--- config.mk ---
export PLATFORM = sky130hd
export DESIGN_NAME = reglist_sequencer
export DESIGN_NICKNAME = d
export VERILOG_FILES = /design/src/rtl/reglist_sequencer.sv
export SDC_FILE = /design/constraint.sdc
export NUM_CORES = 1
export LEC_CHECK = 0
export ABC_AREA = 1
export BUFFER_PORTS_ARGS = -buffer_cell sky130_fd_sc_hd__buf_2
export CORE_MARGIN = 1.5
export CORE_UTILIZATION = 35
export DETAILED_ROUTE_END_ITERATION = 10
export REMOVE_ABC_BUFFERS = 1
export SLEW_MARGIN = 20
export SYNTH_ARGS = -nofsm -noshare
export SYNTH_HDL_FRONTEND = slang
export SYNTH_SLANG_ARGS = --single-unit
--- constraint.sdc ---
create_clock -name clk -period 4.56 [get_ports clk]
set_clock_uncertainty 0.1 [all_clocks]
set_input_delay 0.228 -clock clk [delete_from_list [all_inputs] [get_ports clk]]
set_output_delay 0.228 -clock clk [all_outputs]
set_load 0.01 [all_outputs]
--- src/rtl/reglist_sequencer.sv ---
// Load/store-multiple register-list sequencer: one transfer request per set mask bit.
// Optional REGLIST_DESCENDING_EN: highest bit first, pre-decrementing addresses.
module reglist_sequencer #(
  parameter int N_REGS = 32,
  parameter int IDX_W  = 5,
  parameter int ADDR_W = 32,
  parameter int STEP   = 4
) (
  input  logic              clk,
  input  logic              rst_n,
  input  logic              start,
  input  logic [N_REGS-1:0] reg_mask,
  input  logic [ADDR_W-1:0] base_addr,
  output logic              req_valid,
  input  logic              req_ready,
  output logic [IDX_W-1:0]  req_idx,
  output logic [ADDR_W-1:0] req_addr,
  output logic              busy,
  output logic              done,
  output logic [IDX_W:0]    xfer_count
);

  typedef enum logic [1:0] {IDLE, ISSUE, DONE} state_t;

  localparam logic [ADDR_W-1:0] STEP_A = ADDR_W'(STEP);

  state_t            state;
  logic [N_REGS-1:0] mask;
  logic [N_REGS-1:0] mask_next;
  logic [IDX_W-1:0]  sel_idx;
  logic              accept;

  assign accept = (state == ISSUE) && req_valid && req_ready;

  // Mask as it will stand after this edge; the search runs on it so the
  // registered req_idx is ready the cycle the new mask takes effect.
  always_comb begin
    mask_next = mask;
    if (state == IDLE && start)
      mask_next = reg_mask;
    else if (accept)
      mask_next = mask & ~(N_REGS'(1) << req_idx);
  end

  always_comb begin
    sel_idx = '0;
`ifdef REGLIST_DESCENDING_EN
    for (int i = 0; i < N_REGS; i++)
      if (mask_next[i]) sel_idx = i[IDX_W-1:0];
`else
    for (int i = N_REGS - 1; i >= 0; i--)
      if (mask_next[i]) sel_idx = i[IDX_W-1:0];
`endif
  end

  always_ff @(posedge clk or negedge rst_n) begin
    if (!rst_n) begin
      state      <= IDLE;
      mask       <= '0;
      req_valid  <= 1'b0;
      req_idx    <= '0;
      req_addr   <= '0;
      busy       <= 1'b0;
      done       <= 1'b0;
      xfer_count <= '0;
    end else begin
      case (state)
        IDLE: begin
          done <= 1'b0;
          if (start) begin
            mask       <= reg_mask;
            xfer_count <= '0;
            busy       <= 1'b1;
            if (|reg_mask) begin
              state     <= ISSUE;
              req_valid <= 1'b1;
              req_idx   <= sel_idx;
`ifdef REGLIST_DESCENDING_EN
              req_addr  <= base_addr - STEP_A;
`else
              req_addr  <= base_addr;
`endif
            end else begin
              state <= DONE;
              done  <= 1'b1;
            end
          end
        end
        ISSUE: begin
          if (accept) begin
            mask       <= mask_next;
            xfer_count <= xfer_count + (IDX_W + 1)'(1);
`ifdef REGLIST_DESCENDING_EN
            req_addr   <= req_addr - STEP_A;
`else
            req_addr   <= req_addr + STEP_A;
`endif
            if (mask_next == '0) begin
              state     <= DONE;
              req_valid <= 1'b0;
              done      <= 1'b1;
            end else begin
              req_idx <= sel_idx;
            end
          end
        end
        DONE: begin
          state     <= IDLE;
          done      <= 1'b0;
          busy      <= 1'b0;
          req_valid <= 1'b0;
        end
        default: begin
          state     <= IDLE;
          req_valid <= 1'b0;
          busy      <= 1'b0;
          done      <= 1'b0;
        end
      endcase
    end
  end

endmodule

==> flow_metrics.py <==
metrics = {
    "logic_synthesis": {
        "synthFlopType": "dfrtp_1",
        "synth_edf_count": 0,
        "synth_common_cells": "nand2_1, inv_1, dfrtp_1, nor2_1",
        "yosysTopAreaCell": "dfrtp_1",
        "yosysSeqAreaShare_pct": 40.8,
        "syn_area_sq_um": 4900,
        "synth-async-reset-ratio_pct": 100,
        "synthDistinctLibCells": 44,
        "synthTopCellsByArea": "dfrtp_1, nand2_1, inv_1",
        "syn_inst": 652,
        "synth.most_common_cell": "nand2_1",
        "avgSynthCellArea_sq_um": 7.52,
        "synth_top_area_share_pct": 40.8,
        "yosys_warnings": 0,
        "ys_ff_latch": 80,
    },
    "global_route": {
        "grt_usage_pct": 19.2,
        "grt_antenna_before_repair": 0,
        "grt_pass1_wl_um": 22000,
        "grt_max_degree": 81,
        "gr-total-overflow": 0,
        "grt_pass1_vias": 4410,
    },
    "floorplanning": {
        "die_x_um": 121,
        "die_y_um": 121,
        "rows": 43,
        "ios": 114,
        "die_area_sq_um": 14700,
        "core_sq_um": 13800,
        "start_util_pct": 35.6,
    },
    "worst_setup_path": {
        "crit_family": "simple AND/OR/NAND/NOR gates",
        "rrSetupSlack_ps": 820,
        "r2r_start": "state[1]",
        "crit_path_max_fanout": 51,
        "r2r_end": "req_idx[0]",
        "endpoint_kind": "register",
        "critical_path_class": "register to register",
        "path_depth": 11,
        "crit_buf_inv": 3,
        "cp.required_ps": 4750,
        "cp.arrival_ps": 3930,
        "startpoint": "state[1]",
        "cpPeakStageDelay_ps": 810,
        "crit_path_cell_trace": "nor2_2, nand2_2, inv_2, nor2_1, nor2_4, inv_1, a21oi_1, inv_1, nor2_1, nand2_1, nand2_1",
        "cp_slowest_cell": "nor2_4",
        "cp-endpoint": "req_idx[0]",
        "reg2reg_depth": 11,
        "startpoint_type": "register",
    },
    "timing": {
        "clock.fmax_mhz": 267,
        "fin_ws_ps": 818,
        "rsz0062_at_grt": "false",
        "fin_crit_ps": 3740,
        "slew_headroom_pct": 33.1,
        "finalMaxSlewViolations": 0,
        "hold_violations": 0,
        "tns_ps": 0,
        "worst_slew_pin_slew_ps": 1000,
        "fin_crit_sh_pct": 82.1,
        "setup_violations": 0,
    },
    "final_layout": {
        "finalNonFillerCells": 942,
        "antenna_cells": 0,
        "register_area_sq_um": 2000,
        "fin_area_sq_um": 5950,
        "fillCellCount": 1455,
        "final_nets": 827,
        "multi_input_area_sq_um": 2380,
        "drive_above_1_share_pct": 23.4,
        "syn_to_final_growth_pct": 21.4,
    },
    "drt": {
        "wire_per_inst_um": 14.5,
        "drt_pass1_iterations": 5,
        "num_vias": 4651,
        "ant_nets": 0,
        "dr.first_iter.drc_count": 287,
        "drc_errors": 0,
        "via_per_inst": 4.94,
        "wirelength_um": 13700,
    },
    "clock_tree": {
        "post-cts-setup-buffer-count": 0,
        "cts_sinks": 80,
        "clkLatencyLatePin_ps": 350,
        "clockBufferDepth": 2,
        "ctsHtreeMaxLevel": 3,
        "cts_resized": 0,
        "tritoncts.num_buffers": 9,
        "cts_tree": "yes",
        "cts_root_buf": "clkbuf_16",
        "cts_hold_buf": 0,
        "cts.clk_slew.worst_paths_ps": 60,
    },
    "pwr": {
        "p_per_area_nw_per_um2": 275,
        "power.leakage_nw": 3.22,
        "ir_drop_v": 0.000140,
    },
    "place": {
        "placed_cell_area_sq_um": 5580,
        "port_buffers": 113,
        "post-dp-hpwl_um": 9720,
        "gp_congestion": 0.855,
        "place_inst": 925,
        "pre_cts_ws_ps": 844,
    },
    "status": {
        "outcome": "finished, final reports clean",
    },
    "hold_path": {
        "hold_depth": 2,
        "hp-class": "input pin to register",
    },
    "run": {
        "maxCapViolations": 0,
    },
}
worst min path at each step:
| stage | startpoint | endpoint | slack [ps] |
|---|---|---|---|
| 3_5_place_dp | base_addr[1] | req_addr[1] | 370 |
| 6_report | base_addr[1] | req_addr[1] | 8 |
| 4_1_cts | base_addr[1] | req_addr[1] | 0.5 |
| 5_1_grt | base_addr[1] | req_addr[1] | 5 |
| 2_1_floorplan | rst_n | busy | -170 |
| 3_3_place_gp | base_addr[1] | req_addr[1] | 360 |
metrics by stage:
stage | util, % | hold WS, ps | power, W
after detailed placement | 40.5 | 366 | 0.000778
after CTS | 43.1 | 0.506 | 0.00165
after global routing | 43.2 | 4.53 | 0.00168
after floorplan | - | -168 | 0.000727
final | 43.2 | 7.50 | 0.00164
after global placement | 40.5 | 362 | 0.000779
registers in the layout, summed over array words and instances, names as in the netlist:
| register | flops |
|---|---|
| req_addr | 32 |
| xfer_count | 6 |
| mask | 32 |
| req_valid | 1 |
| done | 1 |
| req_idx | 5 |
| state | 2 |
| busy | 1 |
worst reg2reg max path: stages (launching register included):
cell     delay [ps]
dfrtp_1         430
nor2_2          200
nand2_2          80
inv_2           350
nor2_1          190
nor2_4          810
inv_1           500
a21oi_1         670
inv_1           130
nor2_1          110
nand2_1          60
nand2_1          50
area by class of cell:
class                           count  share of cell area, %
Tap cell                          180                   3.78
Sequential cell                    80                   33.6
Multi-Input combinational cell    448                   40.1
Inverter                          101                   6.39
Timing Repair Buffer              117                   10.2
Clock buffer                       11                   4.25
Clock inverter                      5                   1.72
layout by cell type, fill, tap and decap left out, drive strengths merged, types with 17 or more instances in the layout:
cell type and count:
a21oi 19, nand3 39, inv 99, xor2 18, o21ai 39, nand2 143
nor2 95, buf 116, dfrtp 80, a31oi 17
logic make-up after synthesis:
logic type | share of synthesized area (%)
fa+ha+maj | 0.510
compound gates | 14.9
buf+inv | 10.7
simple gates | 29.3
flops | 40.8
mux | 0.613
xor+xnor | 3.22
power breakdown:
part | leakage, nW | internal (W) | switching (W)
logic | 2.07 | 0.0000230 | 0.0000320
registers | 0.977 | 0.000710 | 0
clock network | 0.172 | 0.000564 | 0.000309
layer usage:
metal  share of wire (%)  track usage, %  up-vias
met3                 5.7            3.52       22
met1                  46            25.6     2151
met2                  46            30.7      145
li1                    -               -     2333
met4                 2.5            7.94        0
met5                   0               0        -
No activity file was read; power rests on OpenSTA's default activity.
